--- src/rtl/pipelined_addsub.sv ---
// pipelined_addsub: WIDTH-bit add/subtract split into STAGES equal chunks,
// one chunk adder per clock, with the chunk carry registered between stages
// and the still-pending upper operand chunks skewed down the pipe.
// Optional flags (signed overflow, zero) are built only when the macro
// PIPE_ADDSUB_FLAGS_EN is defined; otherwise ovf and zero are tied to 0.
// WIDTH must be divisible by STAGES (1..8).
//
// Handshake: a beat moves on a rising edge when valid && ready. in_ready
// equals the global advance (!out_valid || out_ready) and never looks at
// in_valid. out_valid/sum/cout/flags hold steady while out_valid && !out_ready,
// and every stage register holds with them. The pipe has no bubble squeezing.
module pipelined_addsub #(
  parameter int WIDTH  = 64,
  parameter int STAGES = 2
) (
  input  logic             clk,
  input  logic             rst,
  input  logic             in_valid,
  output logic             in_ready,
  input  logic [WIDTH-1:0] a,
  input  logic [WIDTH-1:0] b,
  input  logic             cin,
  input  logic             sub,
  output logic             out_valid,
  input  logic             out_ready,
  output logic [WIDTH-1:0] sum,
  output logic             cout,
  output logic             ovf,
  output logic             zero
);
  localparam int CW = WIDTH / STAGES;

  logic             adv;
  logic [WIDTH-1:0] b_eff;
  logic             c0;

  assign adv      = !out_valid || out_ready;
  assign in_ready = adv;
  // Subtraction is A + ~B + 1; cin is ignored in that case.
  assign b_eff    = sub ? ~b : b;
  assign c0       = sub ? 1'b1 : cin;

  for (genvar k = 0; k < STAGES; k++) begin : stg
    // Operand bits arriving at this stage: chunk k plus everything above it.
    localparam int NW = (STAGES - k) * CW;

    logic [NW-1:0]         na;
    logic [NW-1:0]         nb;
    logic                  ci;
    logic                  vin;
    logic [CW:0]           add;
    logic                  v;
    logic                  c;
    logic [(k+1)*CW-1:0]   s;
`ifdef PIPE_ADDSUB_FLAGS_EN
    logic                  zin;
    logic                  z;
`endif

    assign add = {1'b0, na[CW-1:0]} + {1'b0, nb[CW-1:0]} + {{CW{1'b0}}, ci};

    if (k == 0) begin : g_src
      assign na  = a;
      assign nb  = b_eff;
      assign ci  = c0;
      assign vin = in_valid;
`ifdef PIPE_ADDSUB_FLAGS_EN
      assign zin = 1'b1;
`endif
      // First chunk of the result.
      always_ff @(posedge clk) begin
        if (rst)      s <= '0;
        else if (adv) s <= add[CW-1:0];
      end
    end else begin : g_src
      assign na  = stg[k-1].g_pend.pa;
      assign nb  = stg[k-1].g_pend.pb;
      assign ci  = stg[k-1].c;
      assign vin = stg[k-1].v;
`ifdef PIPE_ADDSUB_FLAGS_EN
      assign zin = stg[k-1].z;
`endif
      // Append this chunk above the lower chunks passed down unchanged.
      always_ff @(posedge clk) begin
        if (rst)      s <= '0;
        else if (adv) s <= {add[CW-1:0], stg[k-1].s};
      end
    end

    // Stage valid bit and the 1-bit carry into the next chunk.
    always_ff @(posedge clk) begin
      if (rst) begin
        v <= 1'b0;
        c <= 1'b0;
      end else if (adv) begin
        v <= vin;
        c <= add[CW];
      end
    end

    if (k < STAGES - 1) begin : g_pend
      // Pending upper chunks of A and B'; their top bits are the operand signs.
      logic [NW-CW-1:0] pa;
      logic [NW-CW-1:0] pb;

      // Skew the unused operand chunks one stage further down.
      always_ff @(posedge clk) begin
        if (adv) begin
          pa <= na[NW-1:CW];
          pb <= nb[NW-1:CW];
        end
      end
    end

`ifdef PIPE_ADDSUB_FLAGS_EN
    // Running zero flag: this chunk is zero and every lower chunk was zero.
    always_ff @(posedge clk) begin
      if (rst)      z <= 1'b0;
      else if (adv) z <= zin && (add[CW-1:0] == '0);
    end
`endif
  end

  assign out_valid = stg[STAGES-1].v;
  assign sum       = stg[STAGES-1].s;
  assign cout      = stg[STAGES-1].c;

`ifdef PIPE_ADDSUB_FLAGS_EN
  logic ovf_q;

  // Signed overflow: operand signs agree and the result sign differs.
  always_ff @(posedge clk) begin
    if (rst) begin
      ovf_q <= 1'b0;
    end else if (adv) begin
      ovf_q <= (stg[STAGES-1].na[CW-1] == stg[STAGES-1].nb[CW-1]) &&
               (stg[STAGES-1].add[CW-1] != stg[STAGES-1].na[CW-1]);
    end
  end

  assign ovf  = ovf_q;
  assign zero = stg[STAGES-1].z;
`else
  assign ovf  = 1'b0;
  assign zero = 1'b0;
`endif

endmodule

--- config.mk ---
export PLATFORM = sky130hd
export DESIGN_NAME = pipelined_addsub
export DESIGN_NICKNAME = d
export VERILOG_FILES = /design/src/rtl/pipelined_addsub.sv
export SDC_FILE = /design/constraint.sdc
export NUM_CORES = 1
export LEC_CHECK = 0
export BUFFER_PORTS_ARGS = -buffer_cell sky130_fd_sc_hd__buf_2
export CAP_MARGIN = 30
export CORE_ASPECT_RATIO = 0.8
export CORE_MARGIN = 3
export CORE_UTILIZATION = 50
export CTS_BUF_LIST = sky130_fd_sc_hd__clkbuf_8 sky130_fd_sc_hd__clkbuf_16
export CTS_CLUSTER_SIZE = 40
export DETAILED_ROUTE_END_ITERATION = 10
export HOLD_SLACK_MARGIN = 0.15
export PLACE_DENSITY = 0.86
export REMOVE_ABC_BUFFERS = 1
export SYNTH_ARGS = -nofsm -noshare
export SYNTH_HDL_FRONTEND = slang
export SYNTH_SLANG_ARGS = --single-unit
--- constraint.sdc ---
create_clock -name clk -period 3.5 [get_ports clk]
set_clock_uncertainty 0.2 [all_clocks]
set_input_delay 0 -clock clk [delete_from_list [all_inputs] [get_ports clk]]
set_output_delay 0 -clock clk [all_outputs]
set_load 0.02 [all_outputs]
* Yosys cells after proc, flatten, opt, wreduce, memory -nomap -nowiden
Cells that the tools add are included.
** Word-level totals
- Register bits :: 164
- Bits in latches :: 0
- RAM bits :: 0
- Memory bits (read-only) :: 0
- Input port bits :: 134
- Output and inout bits :: 69
- Memories kept :: 0
** Cells by class
- Add/sub/neg operators :: 4
- Multiply operators :: 0
- Divide/modulo/power cells :: 0
- $lt $le $gt $ge :: 0
- Eq/ne operators :: 0
- Shift-type cells :: 0
- Multiplexer cells :: 2
- Bitwise operators :: 1
- Reductions and logical operators :: 2
** Operators with widths (number)
- $add A32 B32 Y33 :: 2
- $add A33 B1 Y33 :: 2
- $mux W64 :: 1
- $not A64 Y64 :: 1
- $logic_not A1 Y1 :: 1
- $logic_or A1 B1 Y1 :: 1
- $mux W1 :: 1

* Logic depth before layout (Yosys ltp)
Gate-level depths: netlist (run 1).
- Depth after elaboration :: 4
- Gate-level depth with buffers :: 14

* Least setup slack after synthesis (run 1)
Ideal clock, no wire load.
- Kind :: register to register
- Start :: register stg[1].v (netlist: out_valid)
- End :: register stg[0].g_pend.pa[0] (enable)
- Library setup time :: 0.462 ns
- Arrival time :: 3.154 ns
- Required time :: 2.838 ns
- Setup slack :: -0.316 ns
- Stages on the path, launching flop included :: 6
- Buffers on the path :: 3
- Cells stage by stage :: dfxtp_1 > nor2b_1 > clkbuf_1 > inv_1 > clkbuf_1 > clkbuf_1
** On the way
- Cells in the longest elaborated chain, start to end :: 2
** RTL lines
- start: declaration :: RTL line 52 : logic v;
- start signal: assignment :: RTL line 96 : v <= vin;
- $logic_not A1 Y1 :: RTL line 37 : assign adv = !out_valid || out_ready;
- $logic_or A1 B1 Y1 :: RTL line 37
- net in_ready :: RTL line 19 : output logic in_ready,
- end signal: assignment :: RTL line 109 : pa <= na[NW-1:CW];
- end: declaration :: RTL line 103 : logic [NW-CW-1:0] pa;
The timed path passes the listed nets, and every way through them passes these cells.
A chain may end at the register's enable or synchronous reset.

* Worst setup path in the final report (run 1)
- Start :: input port a[0]
- End :: register stg[0].c
** On the way
- Cells in the longest elaborated chain, start to end :: 2
** RTL lines
- start: declaration :: RTL line 20 : input logic [WIDTH-1:0] a,
- $add A32 B32 Y33 :: RTL line 60 : assign add = {1'b0, na[CW-1:0]} + {1'b0, nb[CW-1:0]} + {{CW{1'b0}}, ci};
- $add A33 B1 Y33 :: RTL line 60
- end signal: assignment :: RTL line 97 : c <= add[CW];
- end: declaration :: RTL line 53 : logic c;
No other way between the ends.

==> results of run 1 <==
==> Yosys cell counts, types with 6 or more instances <==
master,count
ha_1,62
a21oi_1,134
o21bai_1,11
a21o_1,30
edfxtp_1,64
or3_1,7
nor3_1,14
o211ai_1,6
a211oi_1,20
dfxtp_1,100
o21a_1,6
and3_1,9
xor2_1,81
clkbuf_1,44
inv_1,20
nand3_1,18
nand2_1,174
nor2_1,48
o21ai_0,46
nor2b_1,7
o21ai_1,6
nand4_1,16
xnor2_1,25
==> sequential cells by signal (all words and copies together) (netlist names) <==
signal / count
stg.c: 1
stg.v: 1
stg.g_pend.pb: 32
stg.s: 32
cout: 1
stg.g_pend.pa: 32
out_valid: 1
sum: 64
==> layer usage <==
metal / global-route usage, % / routed length [µm]
met1: 33.7 / 11800
met5: 0 / 0
met3: 5.47 / 1880
met4: 11.2 / 923
met2: 48.5 / 14000
==> final cells by class <==
cell class	count	area (µm²)
sequential	164	3920
multi-input combinational	800	5190
inverter	20	80.1
clock buffer	20	489
clock inverter	12	77.6
tap	253	317
timing repair buffer	391	2900
antenna	1	2.50
fill	1351	5290
==> per-stage QoR <==
step,setup TNS [ns],hold slack (ns),setup WS (ns)
floorplan,-667.31,-0.131,-4.86
global placement,0,-0.0221,0.471
detailed placement,0,-0.0217,0.391
CTS,0,0.151,0.131
global route,-0.000502,0.162,-0.000502
finish,0,0.174,0.157
==> worst max-delay path, delay by kind of cell <==
kind	cells	cell delay (ns)
AO/OA/AOI/OAI	7	1.43
buffers and inverters	4	1.26
adder cells (fa/ha/maj)	2	0.57
AND/OR/NAND/NOR	1	0.24
==> cells in the final DEF (no fill, tap or decap), types with 14 or more instances in the layout <==
master	instances
buf_2	199
dlygate4sd3_1	178
nand2_1	174
a21oi_1	134
dfxtp_1	100
xor2_1	81
edfxtp_1	64
ha_1	62
nor2_1	48
o21ai_0	46
a21o_1	30
xnor2_1	25
inv_1	22
a211oi_1	20
clkbuf_16	19
nand3_1	18
nand4_1	16
nor3_1	14
==> path summary, 6_finish.rpt <==
check / slack (ns) / from / endpoint / cells past startpoint
worst max-delay path: 0.16 / a[0] / stg[0].c$_SDFFE_PP0P_ / 14
worst min-delay path: 0.17 / b[12] / stg[0].s[12]$_SDFFE_PP0P_ / 5
worst max register to register: 0.45 / stg[0].g_pend.pa[0]$_DFFE_PP_ / sum[62]$_SDFFE_PP0P_ / 10
worst min register to register: 0.25 / sum[1]$_SDFFE_PP0P_ / sum[1]$_SDFFE_PP0P_ / 2
==> cell families after synthesis <==
family / share of synthesized area (%)
adder cells (fa/ha/maj): 9.13
flip-flops: 41.9
AO/OA/AOI/OAI: 20.8
multiplexers: 0.320
XOR/XNOR: 9.90
AND/OR/NAND/NOR: 14.9
buffers and inverters: 3.03
other: 0.0400
==> repair_timing <==
item,CTS,global route
setup endpoints to repair,0,1
setup buffers,0,3
hold buffers,178,0
endpoints found under the hold margin,161,0
gates resized for setup,0,4
==> power by group through the flow <==
stage / clock network, mW / registers (mW) / logic [mW]
2_1_floorplan: 0 / 2.56 / 1.13
3_3_place_gp: 0 / 2.43 / 1.77
3_5_place_dp: 0 / 2.43 / 1.81
4_1_cts: 1.81 / 2.40 / 2.07
5_1_grt: 1.91 / 2.43 / 2.33
6_report: 1.80 / 2.41 / 2.15
==> impl_metrics.toml, run 1 <==
[global_route]
grtUsageTotal_pct = 27.6
grt_pass1_wl_mm = 46.0
first_global_vias = 9321
grt_overflow = 0
antenna_found_initial = 1
grt_start_max_net_pins = 88

[pwr]
power.share.sequential_pct = 37.9
peakVddDrop_mv = 0.311
p_comb_share_pct = 33.8
internal_power_mw = 4.23
power_mw = 6.35
leakagePower_nw = 5.74
p_per_area_nw_per_um2 = 489
pwr-share-clk_pct = 28.3
swShare_pct = 33.4
power.switching_mw = 2.12

[clocking]
ctsHtreeMaxLevel = 4
clk_pin_slew_worst_paths_ns = 0.06
cts_tree = "built"
cts_buffers = 17
clock_path_buffers = 2
clock_latency_ns = 0.42
cts_sinks = 164
cts_root_buf = "clkbuf_16"

[timing]
hold_viol = 0
setup_viol = 0
post-route-period-util_pct = 95.5
fmax_ghz = 0.299
worstMarginPinSlew_ns = 0.799
relSlewSlack_pct = 46.5
slew_violations = 0
period_needed_ns = 3.34

[placement]
place_hpwl_mm = 17.7
dp.cells = 1447
port_buffers = 200
gp_congestion = 0.914
dpl_cell_area_um2 = 10600

[outcome]
outcome = "finished, final reports clean"

[setup_path]
slowest_stage = "dlygate4sd3_1"
slowest_delay_ns = 0.56
cp.arrival_ns = 3.50
critical_path_class = "input pin to register"
crit_chain = "dlygate4sd3_1 > buf_2 > fa_1 > inv_1 > fa_1 > nand2b_2 > a21oi_4 > o311ai_2 > a21oi_1 > o21ai_1 > a221o_1 > o211a_1 > a211oi_2 > dlygate4sd3_1"
crit_fanout = 4
critPathLaunchType = "input pin"
cp-end-kind = "register"
crit_required_ns = 3.66

[floorplan]
die_w_um = 159
start_util_pct = 51.3
die_y_um = 128
io_pins = 203
core-area_um2 = 18300
rows = 44
design.die.area_um2 = 20400

[synth]
synth_top_area_cell = "dfxtp_1"
syn_avg_cell_area_um2 = 9.05
ys_seq_elements = 164
async_flop_share_pct = 0
synth_ff_type = "dfxtp_1"
synth_warnings = 0
synth_cell_type_count = 70
synthTopCellsByArea = "dfxtp_1, edfxtp_1, ha_1"
synth_edf_count = 64
synthCells = 1036
yosysTopAreaCellShare_pct = 21.4
yosysSeqAreaShare_pct = 41.9
netlist_area_um2 = 9370

[job]
maxCapViolCount = 0

[min_path]
hp-class = "input pin to register"

[cells_and_area]
layout-drive-gt1-share_pct = 19.1
layout.nets = 1594
fin_util_pct = 71.0
synthToLayoutAreaGrowth_pct = 38.5
final_cell_area_um2 = 13000
instances_no_fill = 1661

[detailed_routing]
ant_nets = 0
drc = 0
routed_wl_mm = 28.7
drtIter0Drc = 603
routed_via_density = 5.57
vias = 9246
wl_per_cell_um = 17.3
dr.pass1.iters = 5
No activity file was read; power rests on OpenSTA's default activity.
==> run 2: changes to the inputs <==
- ABC_AREA: not set -> 1
- CORE_UTILIZATION: 50 -> 52
- CTS_CLUSTER_DIAMETER: not set -> 30
- PLACE_DENSITY: 0.86 -> 0.87
==> run 2 against run 1 <==
Fmax increased by 5.6%. Power increased by 5.1%. Final cell count increased by 36%. Critical endpoint is now stg[0].s[4]$_SDFFE_PP0P_.
==> impl_metrics.toml, run 2 <==
[global_route]
grtUsageTotal_pct = 30.1
grt_overflow = 0
antenna_found_initial = 0
first_global_vias = 11400
grt_start_max_net_pins = 103
grt_pass1_wl_mm = 55.4

[timing]
post-route-period-util_pct = 90.4
fmax_ghz = 0.316
setup_ws_ns = 0.335
hold_viol = 0
whs_ns = 0.160
worstMarginPinSlew_ns = 0.893
period_needed_ns = 3.16
slew_violations = 0
setup_viol = 0
rsz0062_at_grt = "false"
relSlewSlack_pct = 40.4

[pwr]
p_per_area_nw_per_um2 = 456
leakagePower_nw = 8.33
peakVddDrop_mv = 0.384

[cells_and_area]
largest_reg_flops = 64
fillCellCount = 1621
layout.nets = 2182
final_common_cell = "nand2_1"
layout_common_cells = "nand2_1, inv_1, buf_2"
synthToLayoutAreaGrowth_pct = 32.6
layout-drive-gt1-share_pct = 12.9
insertedDiodeCount = 0

[placement]
gp_congestion = 0.971
dp_slack_ns = 0.953
port_buffers = 200
place_hpwl_mm = 22.5

[synth]
synth_warnings = 0
yosys.cell_count.top_type = "nand2_1"
async_flop_share_pct = 0
syn_avg_cell_area_um2 = 6.81
yosysTopAreaCellShare_pct = 18.1
synthCells = 1622
synth_cell_type_count = 30
synthTopCellsByArea = "dfxtp_1, edfxtp_1, nand2_1"
yosysSeqAreaShare_pct = 35.5
synth_ff_type = "dfxtp_1"
synth_edf_count = 64
yosys-top-cells-count = "nand2_1, inv_1, nor2_1, dfxtp_1, o21ai_0"
netlist_area_um2 = 11000
ys_seq_elements = 164
synth_top_area_cell = "dfxtp_1"

[clocking]
cts_tree = "built"
holdBufCountCts = 173
ctsHtreeMaxLevel = 4
cts_buffers = 17
clk_pin_slew_worst_paths_ns = 0.07
post_cts_resized = 0
cts_sinks = 164
clock_latency_ns = 0.44
cts_root_buf = "clkbuf_16"
cts_setup_buffers = 0
clock_path_buffers = 2

[floorplan]
die_w_um = 169
rows = 47
start_util_pct = 53.2
io_pins = 203
design.die.area_um2 = 23000
core-area_um2 = 20800
die_y_um = 136

[min_path]
hp-class = "input pin to register"
hp-start = "b[28]"

[job]
maxCapViolCount = 0

[setup_path]
endpoint = "stg[0].s[4]$_SDFFE_PP0P_"
critPathLaunch = "a[0]"
r2r_start = "stg[0].g_pend.pa[0]$_DFFE_PP_"
crit_fanout = 3
critPathLaunchType = "input pin"
critical_path_class = "input pin to register"
crit_required_ns = 3.64
cp.arrival_ns = 3.30
cp-end-kind = "register"
r2r-end = "sum[60]$_SDFFE_PP0P_"
reg2reg_slack_ns = 0.96
ff2ff_path_depth = 12

[detailed_routing]
drc = 0
wl_per_cell_um = 15.1
vias = 11400
routed_via_density = 5.04
drtIter0Drc = 899
ant_nets = 0
routed_wl_mm = 34.1
dr.pass1.iters = 6

[outcome]
outcome = "finished, final reports clean"
run 2: per-stage QoR:
step	power, mW	instance area (µm²)	utilization [%]	cells	TNS (ns)
floorplan	3.83	10900	-	1583	-141.89
global placement	4.44	12300	59.3	2059	0
detailed placement	4.48	12300	59.3	2059	0
CTS	6.60	14600	70.5	2264	0
global route	7.05	14600	70.5	2264	0
finish	6.67	14600	70.5	2264	0
run 2: logic make-up (layout without fill, tap and decap cells):
kind of cell | Yosys count | after routing | share of synthesized area (%)
xor+xnor | 91 | 91 | 7.22
flops | 164 | 164 | 35.5
other cells | 1 | 2 | 0.0340
simple gates | 744 | 744 | 27.1
buf+inv | 366 | 738 | 12.7
compound gates | 190 | 190 | 9.61
fa+ha+maj | 66 | 66 | 7.75
run 2: worst min path at each step:
stage | end | depth (start not counted)
after floorplan | out_valid$_SDFFE_PP0P_ | 1
after global placement | stg[0].g_pend.pa[28]$_DFFE_PP_ | 1
after detailed placement | stg[0].g_pend.pa[25]$_DFFE_PP_ | 1
after CTS | stg[0].s[18]$_SDFFE_PP0P_ | 7
after global routing | stg[0].g_pend.pb[6]$_DFFE_PP_ | 3
final | stg[0].s[28]$_SDFFE_PP0P_ | 7
run 2: power by group:
part,switching (mW),internal [mW],total (mW)
combinational,1.45,0.928,2.38
clock,0.822,1.08,1.90
sequential,0.131,2.25,2.39
run 2: final cells by class:
| cell class | instances | area, µm² | area share, % |
|---|---|---|---|
| multi-input cells | 1093 | 5710 | 39.1 |
| well taps | 269 | 337 | 2.30 |
| clock inverters | 12 | 101 | 0.693 |
| flip-flops and latches | 164 | 3920 | 26.8 |
| repair buffers | 380 | 2840 | 19.4 |
| clock buffers | 20 | 489 | 3.34 |
| inverters | 326 | 1230 | 8.40 |
run 2: routing by layer:
layer  vias to the layer above  routed length (µm)  share of wire (%)  GRT usage, %
met5                         -                   0                  0             0
met1                      5111               14200                 42          37.0
met3                        93                2290                6.7          5.78
met2                       502               16400                 48          52.6
met4                         0                1180                3.5          11.1
li1                       5695                   -                  -             -
run 2: critical path: stages:
cell,delay (ns)
dlygate4sd3_1,0.54
buf_2,0.14
fa_1,0.46
inv_1,0.09
fa_1,0.20
inv_1,0.09
nand3_1,0.09
nand3_1,0.16
xor2_1,0.21
dlygate4sd3_1,0.58
o21bai_1,0.13
dlygate4sd3_1,0.56
inv_1,0.04
==> run 3: changes to the inputs <==
==> constraint.sdc (replaced) <==
create_clock -name clk -period 3.5 [get_ports clk]
set_clock_uncertainty 0.2 [all_clocks]
set_input_delay 0.7 -clock clk [delete_from_list [all_inputs] [get_ports clk]]
set_output_delay 0.7 -clock clk [all_outputs]
set_load 0.02 [all_outputs]
==> run 3 against run 2 <==
Clock power fell by 5%. Worst hold slack improved by 0.084 ns. Core utilization fell by 8.5 points. Power fell by 6.5%. Fmax rose by 17%. Cell area fell by 12%. Global-route usage fell by 5.4 points. Flip-flop and latch count did not move. Setup slack improved by 0.45 ns. Largest cell class unchanged. Largest power group unchanged.
==> impl_metrics.toml, run 3 (synthesis gave the netlist of run 2 again) <==
[clocking]
cts_root_buf = "clkbuf_16"
cts_buffers = 17
holdBufCountCts = 0
ctsHtreeMaxLevel = 4
cts_tree = "built"
cts_setup_buffers = 0
clock_path_buffers = 2
clk_pin_slew_worst_paths_ns = 0.07
clock_latency_ns = 0.43
post_cts_resized = 0
cts_sinks = 164

[setup_path]
critPathLaunch = "sub"
endpoint = "stg[0].s[20]$_SDFFE_PP0P_"
critical_path_class = "input pin to register"
r2r-end = "sum[52]$_SDFFE_PP0P_"
ff2ff_path_depth = 12
crit_fanout = 6
crit_required_ns = 3.62
cp.arrival_ns = 2.84
reg2reg_slack_ns = 0.81
critPathLaunchType = "input pin"
r2r_start = "stg[0].c$_SDFFE_PP0P_"
cp-end-kind = "register"

[cells_and_area]
insertedDiodeCount = 0
layout-drive-gt1-share_pct = 14.3
synthToLayoutAreaGrowth_pct = 16.6
layout.nets = 2013
fin_util_pct = 62.0
multi_input_area_um2 = 5710
final_common_cell = "nand2_1"
largest_reg_flops = 64
fillCellCount = 1872
layout_common_cells = "nand2_1, inv_1, buf_2"
regArea_um2 = 3920

[detailed_routing]
ant_nets = 0
routed_via_density = 4.93
dr.pass1.iters = 7
routed_wl_mm = 28.2
wl_per_cell_um = 13.5
drc = 0
vias = 10300
drtIter0Drc = 757

[outcome]
outcome = "finished, final reports clean"

[floorplan]
rows = 47
die_y_um = 136
start_util_pct = 53.2
core-area_um2 = 20800
design.die.area_um2 = 23000
io_pins = 203
die_w_um = 169

[placement]
gp_congestion = 0.921
place_hpwl_mm = 22.4
port_buffers = 200

[min_path]
min_path_cells = 1
hp-class = "input pin to register"

[global_route]
first_global_vias = 9838
grt_start_max_net_pins = 72
grt_overflow = 0
grt_pass1_wl_mm = 46.0
grtUsageTotal_pct = 24.7
antenna_found_initial = 0

[timing]
period_needed_ns = 2.71
slew_violations = 0
rsz0062_at_grt = "false"
fmax_ghz = 0.368
setup_viol = 0
relSlewSlack_pct = 57.5
hold_viol = 0
worstMarginPinSlew_ns = 0.637
tns_ns = 0
post-route-period-util_pct = 77.6

[pwr]
p_per_area_nw_per_um2 = 485
peakVddDrop_mv = 0.333
leakagePower_nw = 7.60

[job]
maxCapViolCount = 0
[run 3: changes by cell type in the layout (fill, tap and decap cells not counted), moves of 2 or more]
| cell | change |
|---|---|
| clkinv_4 | -2 |
| buf_4 | +7 |
| buf_12 | -3 |
| inv_1 | -2 |
| dlygate4sd3_1 | -173 |
| clkbuf_8 | +2 |
[run 3: metrics by stage]
stage / cell area [µm²] / hold WS, ns / worst slack [ns] / cells / total power [mW]
5_1_grt: 12900 / 0.222 / 0.579 / 2095 / 6.65
6_report: 12900 / 0.244 / 0.785 / 2095 / 6.24
3_3_place_gp: 12300 / 0.239 / 0.411 / 2063 / 4.42
3_5_place_dp: 12300 / 0.254 / 0.339 / 2063 / 4.46
2_1_floorplan: 10900 / 0.230 / -1.32 / 1583 / 3.83
4_1_cts: 12900 / 0.230 / 0.785 / 2095 / 6.27
[run 3: layout make-up]
type | instances | area share, %
Clock buffer | 21 | 3.82
Multi-Input combinational cell | 1093 | 44.4
Clock inverter | 11 | 0.564
Tap cell | 269 | 2.62
Timing Repair Buffer | 211 | 8.54
Inverter | 326 | 9.55
Sequential cell | 164 | 30.5
[run 3: critical path, cell delays in order]
cell and delay (ns):
buf_4 0.15, or2_2 0.31, fa_1 0.41, inv_1 0.09
fa_1 0.22, inv_1 0.09, nand3_1 0.07, nand3_1 0.14
nand3_1 0.11, nand3_1 0.13, nand2_1 0.13, nand2_1 0.06
nand2_1 0.05, nand3_1 0.06, nand2_1 0.08, inv_1 0.04
[run 3: worst min-delay path by stage]
stage | start | endpoint | slack [ns]
after CTS | a[62] | stg[0].g_pend.pa[30]$_DFFE_PP_ | 0.23
after global placement | stg[0].v$_SDFFE_PP0P_ | out_valid$_SDFFE_PP0P_ | 0.24
after global routing | a[33] | stg[0].g_pend.pa[1]$_DFFE_PP_ | 0.22
final | a[62] | stg[0].g_pend.pa[30]$_DFFE_PP_ | 0.24
after floorplan | stg[0].v$_SDFFE_PP0P_ | out_valid$_SDFFE_PP0P_ | 0.23
after detailed placement | stg[0].v$_SDFFE_PP0P_ | out_valid$_SDFFE_PP0P_ | 0.25
[run 3: where the power goes]
part | switching (mW) | total (mW) | internal [mW]
sequential | 0.123 | 2.38 | 2.25
clock | 0.796 | 1.80 | 1.01
combinational | 1.33 | 2.06 | 0.725
total | 2.25 | 6.24 | 3.99
[run 3: layer usage]
metal  up-vias  track usage [%]  wire [µm]
met3        39             4.51       1530
met5         -                0          0
met4         0             6.72        519
met1      4640             32.4      13000
li1       5373                -          -
met2       273             41.9      13100
